==> config.mk <==
export PLATFORM = sky130hd
export DESIGN_NAME = piso_tx
export DESIGN_NICKNAME = d
export VERILOG_FILES = /design/src/rtl/piso_tx.sv
export SDC_FILE = /design/constraint.sdc
export NUM_CORES = 1
export LEC_CHECK = 0
export BUFFER_PORTS_ARGS = -buffer_cell sky130_fd_sc_hd__clkbuf_2
export CAP_MARGIN = 20
export CORE_AREA = 2 2 39 41
export CTS_CLUSTER_DIAMETER = 100
export DETAILED_ROUTE_END_ITERATION = 8
export DIE_AREA = 0 0 41 43
export PLACE_DENSITY_LB_ADDON = 0.2
export SLEW_MARGIN = 10
export SYNTH_ARGS = -nofsm -noshare
export SYNTH_HDL_FRONTEND = slang
export SYNTH_SLANG_ARGS = --single-unit
==> constraint.sdc <==
create_clock -name clk -period 3.3 [get_ports clk]
set_input_delay 0.66 -clock clk [delete_from_list [all_inputs] [get_ports clk]]
set_output_delay 0.66 -clock clk [all_outputs]
set_load 0.01 [all_outputs]
==> src/rtl/piso_tx.sv <==
// Parallel-in serial-out transmitter with frame/first/done strobes for back-to-back words.
// Optional macro PISO_PARITY_EN appends an even-parity bit after each word.
module piso_tx #(
  parameter int NBIT      = 5,
  parameter bit MSB_FIRST = 1'b1
) (
  input  logic            clk,
  input  logic            clr,
  input  logic [NBIT-1:0] data_in,
  input  logic            load_valid,
  output logic            load_ready,
  output logic [NBIT-1:0] q,
  output logic            q_out,
  output logic            frame,
  output logic            first,
  output logic            done
);

  localparam int CW   = $clog2(NBIT + 1);
  localparam int OBIT = MSB_FIRST ? NBIT - 1 : 0;
  localparam logic [CW-1:0] LAST = CW'(NBIT - 1);

  localparam logic [1:0] IDLE  = 2'd0;
  localparam logic [1:0] SHIFT = 2'd1;
`ifdef PISO_PARITY_EN
  localparam logic [1:0] PARITY = 2'd2;
`endif

  logic [1:0]      state_q, state_d;
  logic [NBIT-1:0] sr_q, sr_d;
  logic [CW-1:0]   cnt_q, cnt_d;
  logic            frame_q, frame_d;
  logic            first_q, first_d;
  logic            done_q, done_d;
  logic            q_out_q, q_out_d;
  logic            last_bit;
  logic            accept;
  logic [NBIT-1:0] shifted;

  assign last_bit = (state_q == SHIFT) && (cnt_q == LAST);
  assign shifted  = MSB_FIRST ? {sr_q[NBIT-2:0], 1'b0} : {1'b0, sr_q[NBIT-1:1]};

`ifdef PISO_PARITY_EN
  logic par_q, par_d;
  // The parity cycle is the handover slot, so the next word follows without a gap.
  assign load_ready = !clr && ((state_q == IDLE) || (state_q == PARITY));
`else
  assign load_ready = !clr && ((state_q == IDLE) || last_bit);
`endif

  assign accept = load_valid && load_ready;

  always_comb begin
    state_d = state_q;
    sr_d    = sr_q;
    cnt_d   = cnt_q;
`ifdef PISO_PARITY_EN
    par_d   = par_q;
`endif
    if (accept) begin
      state_d = SHIFT;
      sr_d    = data_in;
      cnt_d   = '0;
`ifdef PISO_PARITY_EN
      par_d   = ^data_in;
`endif
    end else begin
      case (state_q)
        SHIFT: begin
          sr_d = shifted;
          if (cnt_q == LAST) begin
`ifdef PISO_PARITY_EN
            state_d = PARITY;
            cnt_d   = cnt_q + CW'(1);
`else
            state_d = IDLE;
            cnt_d   = '0;
`endif
            sr_d    = '0;
          end else begin
            cnt_d = cnt_q + CW'(1);
          end
        end
`ifdef PISO_PARITY_EN
        PARITY: begin
          state_d = IDLE;
          cnt_d   = '0;
          sr_d    = '0;
        end
`endif
        default: begin
          state_d = IDLE;
          cnt_d   = '0;
          sr_d    = '0;
        end
      endcase
    end
  end

  // Strobes are computed from next state so they are clean flop outputs.
  always_comb begin
    frame_d = (state_d != IDLE);
    first_d = (state_d == SHIFT) && (cnt_d == '0);
    q_out_d = (state_d == SHIFT) ? sr_d[OBIT] : 1'b0;
`ifdef PISO_PARITY_EN
    done_d  = (state_d == PARITY);
    if (state_d == PARITY) q_out_d = par_d;
`else
    done_d  = (state_d == SHIFT) && (cnt_d == LAST);
`endif
  end

  always_ff @(posedge clk) begin
    if (clr) begin
      state_q <= IDLE;
      sr_q    <= '0;
      cnt_q   <= '0;
      frame_q <= 1'b0;
      first_q <= 1'b0;
      done_q  <= 1'b0;
      q_out_q <= 1'b0;
`ifdef PISO_PARITY_EN
      par_q   <= 1'b0;
`endif
    end else begin
      state_q <= state_d;
      sr_q    <= sr_d;
      cnt_q   <= cnt_d;
      frame_q <= frame_d;
      first_q <= first_d;
      done_q  <= done_d;
      q_out_q <= q_out_d;
`ifdef PISO_PARITY_EN
      par_q   <= par_d;
`endif
    end
  end

  assign q     = sr_q;
  assign q_out = q_out_q;
  assign frame = frame_q;
  assign first = first_q;
  assign done  = done_q;

endmodule

== Word level (Yosys, flattened, before mapping) ==
Index checks and enable logic that the tools add are counted.

* Bits in registers: 14
* Input port bits: 8
* Output and inout bits: 10
* Word-level logic and storage cells: 33

* Add/sub/neg operators: 1
* Equal/unequal tests: 4
* Mux-type cells: 9
* Bitwise logic cells: 1
* Reduce and logical (&&, ||, !) cells: 11

{| class="wikitable"
|+ Operators with widths
! cell !! count
|-
| 5-bit 2-to-1 mux || 3
|-
| 3-bit 2-to-1 mux || 3
|-
| 3-bit equality test (second input constant) || 2
|-
| 2-bit 2-to-1 mux || 3
|-
| 1-bit logical AND || 5
|-
| 2-bit by 1-bit equality test with 1-bit output (second input constant) || 2
|-
| 3-bit by 1-bit adder with 3-bit output (second input constant) || 1
|-
| 3-bit zero test || 1
|-
| 2-bit zero test || 1
|-
| 2-bit nonzero test || 1
|-
| 2-bit OR reduction || 1
|-
| 1-bit zero test || 1
|-
| 1-bit logical OR || 1
|-
| 1-bit inverter || 1
|}

== Longest topological paths before layout ==
* Depth after elaboration: 9
* Mapped depth: 5
* Depth with buffers taken out: 5

== Worst setup path after synthesis ==
No wires, ideal clock.

* Path kind: input port to output port
* Start point: input clr
* End point: output load_ready
* Data arrival time: 1173 ps
* Required time: 2640 ps
* Slack: 1467 ps
* Stages: 3
* Path buffers: 1
* Cells stage by stage: or2_1 -> buf_6 -> nor2_1

* Longest elaborated chain between the ends: 2

{| class="wikitable"
|+ RTL lines
! item !! line !! source
|-
| start, declared || 8 || <nowiki>input logic clr,</nowiki>
|-
| 1-bit zero test || 48 || <nowiki>assign load_ready = !clr && ((state_q == IDLE) || last_bit);</nowiki>
|-
| 1-bit logical AND || 48 ||
|-
| end, declared || 11 || <nowiki>output logic load_ready,</nowiki>
|}

Every way passes these cells.

== Final worst setup path ==
* Start point: register cnt_q[0]
* End point: output load_ready

* Longest elaborated chain between the ends: 4

{| class="wikitable"
|+ RTL lines
! item !! line !! source
|-
| start, declared || 31 || <nowiki>logic [CW-1:0] cnt_q, cnt_d;</nowiki>
|-
| start signal, assigned || 128 || <nowiki>cnt_q <= cnt_d;</nowiki>
|-
| 3-bit equality test || 40 || <nowiki>assign last_bit = (state_q == SHIFT) && (cnt_q == LAST);</nowiki>
|-
| 1-bit logical AND || 40 ||
|-
| 1-bit logical OR || 48 ||
|-
| 1-bit logical AND || 48 ||
|}

Every way passes these cells.

==> impl_results.md <==
- Rows: 14
- Cell Area, Placed: 661 um2
- Final hold vios: 0
- Max Cap Viol: 0
- Mapped Cells: 55
- H-tree depth: 1
- Antenna violations before repair: 0
- Final period util: 66.0%
- Post-synth ARST share: 0%
- CTS tree: yes
- Status: complete, no violations
- CTS Sinks: 14
- Initial Util: 41.0%
- TritonRoute pass-1 iters: 4
- CTS buffer count: 3
- Dpl hpwl: 750 um
- Hold WS: 0.462 ns
- Syn Nets: 65
- CTS Hold Bufs: 0
- First-pass GRT wire length: 1590 um
- GRT Total Usage: 14.8%
- Post-cts sizing count: 0
- Worst Setup End Kind: output pin
- Area delta synth->final: 23.0%
- Leakage: 0.323 nW
- Worst skew pair latency: 0.29 ns
- Clock transition at the registers of the reported paths: 0.08 ns
- Buffers on Ports: 17
- # IOs: 18
- RSZ-0062 raised after global routing: no
- RePlAce Congestion: 0.698
- Slew Viols, Final: 0
- Die Y: 43 um
- Count leader, synth: dfxtp_1
- Diode count: 0
- Fillers: 130
- DRC marker count from the first detailed-route iteration: 8
- CTS Root Cell: clkbuf_4
- DR vias/cell: 4.87
- Nets: 86
- Layout cells sized above 1: 37.3%
- Syn Area/Cell: 10.3 um2
- Setup TNS: 0 ns
- Via count: 443
- Wire length per cell: 10.8 um
- Setup bufs post-CTS: 0
- Clock Tree Buf Depth: 2
- Arrival @ worst endpoint: 1.52 ns
- Critical path peak fanout: 5
- Flops & latches, synth: 14
- Core area: 0.00138 mm2
- Main flop type after synthesis: dfxtp_1
- Fmax: 459 MHz
- Most instantiated cells after synthesis: dfxtp_1, a21oi_1, inv_1, nand3_1, nand2_1
- Final Setup Violations: 0
- Min-delay src: q[2]
- Synth top area share: 49.4%
- Mapped Area: 567 um2
- Cell taking the most area after synthesis: dfxtp_1
- DIE WIDTH: 41 um
- Grt ovf: 0
- Die area: 0.00176 mm2
- Cell Pwr Density: 468 mW/mm2
- Fin Clk Skew: 0.00221 ns
- Largest net degree at the start of global routing: 9
- DRC viols: 0
- Startpoint types: flop
- Post-synth EDFFs: 0
- Top cells by area, synth: dfxtp_1, a21oi_1, ha_1
- Max rail drop VDD: 0.000302 V
- Critical Path RT: 2.64 ns
- Detail Route Antenna Nets: 0
- Post-layout min period: 2.18 ns
- Post-Route WL: 983 um
- Netlist cell types: 27
- Crit path kind: flop to output pin
- Worst hold path class: flop to flop
- Critical Path Start: cnt_q[0]
- Vias in the first global route: 399
- Seq/Total Area, Yosys: 49.4%
- Reg2reg start: cnt_q[0]
- Fin area: 697 um2
- Ys Warns: 0
## worst max-delay path, cell delays in order, from the launching register on
cell and delay [ns]:
dfxtp_1 0.40, inv_1 0.06, ha_1 0.25, a21boi_2 0.29, nor2_1 0.10, clkbuf_2 0.13
## final timing paths
kind / cells after the start / slack [ns] / to
setup reg to reg: 5 / 1.87 / first
hold / removal: 2 / 0.46 / q[3]
hold reg to reg: 2 / 0.46 / q[3]
setup / recovery: 5 / 1.12 / load_ready
## registers in the layout, indices dropped and copies added, names as in the netlist
register	cells
done	1
q	5
frame	1
first	1
q_out	1
state_q	2
cnt_q	3
## cell type report
class / instances / area, um2 / share of cell area [%]
Sequential cell: 14 / 280 / 40.2
Multi-Input combinational cell: 36 / 260 / 37.3
Timing Repair Buffer: 17 / 85.1 / 12.2
Clock buffer: 4 / 36.3 / 5.21
Tap cell: 16 / 20.0 / 2.87
Inverter: 4 / 15.0 / 2.15
## power by group
group / switching, mW / total, mW / leakage, nW / internal [mW]
sequential: 0.00255 / 0.176 / 0.114 / 0.173
clock: 0.0584 / 0.126 / 0.0210 / 0.0673
combinational: 0.0130 / 0.0247 / 0.188 / 0.0117
total: 0.0739 / 0.326 / 0.323 / 0.252
## layer usage
| layer | share of wire [%] | global-route usage, % | wire, um | up-vias |
|---|---|---|---|---|
| li1 | - | - | - | 228 |
| met4 | 4.7 | 16.0 | 46 | 0 |
| met2 | 45 | 19.7 | 440 | 15 |
| met3 | 6.8 | 4.71 | 67 | 5 |
| met5 | 0 | 0 | 0 | - |
| met1 | 44 | 16.7 | 429 | 195 |
## layout by cell type (no fill, tap or decap), drive strengths merged
master  count
conb        1
a21boi      1
o21ai       1
and2b       1
o32ai       1
and3        1
and4b       1
a21bo       1
clkbuf     21
and2        1
nor3        2
nand2       3
dfxtp      14
ha          2
nor4        1
nor2        2
nand3       4
o21bai      1
nor2b       1
nor3b       2
a21oi       5
inv         4
nand3b      2
nand2b      1
or2         1
## stage by stage
stage               setup slack (ns)  instances  power (mW)  utilization (%)
finish                          1.12         91       0.326             50.4
global route                   0.981         91       0.342             50.4
CTS                             1.09         91       0.331             50.4
detailed placement              1.30         87       0.205             47.7
global placement                1.31         87       0.205             47.7
floorplan                       1.47         55       0.195                -
## cell families (layout without fill, tap and decap cells)
logic type      after synthesis  in the layout  share of synthesized area [%]
compound gates               10             10                           15.2
fa+ha+maj                     2              2                           4.41
buf+inv                       5             25                           4.63
flops                        14             14                           49.4
other cells                   1              1                          0.662
simple gates                 23             23                           25.6
No activity file was read; power rests on OpenSTA's default activity.
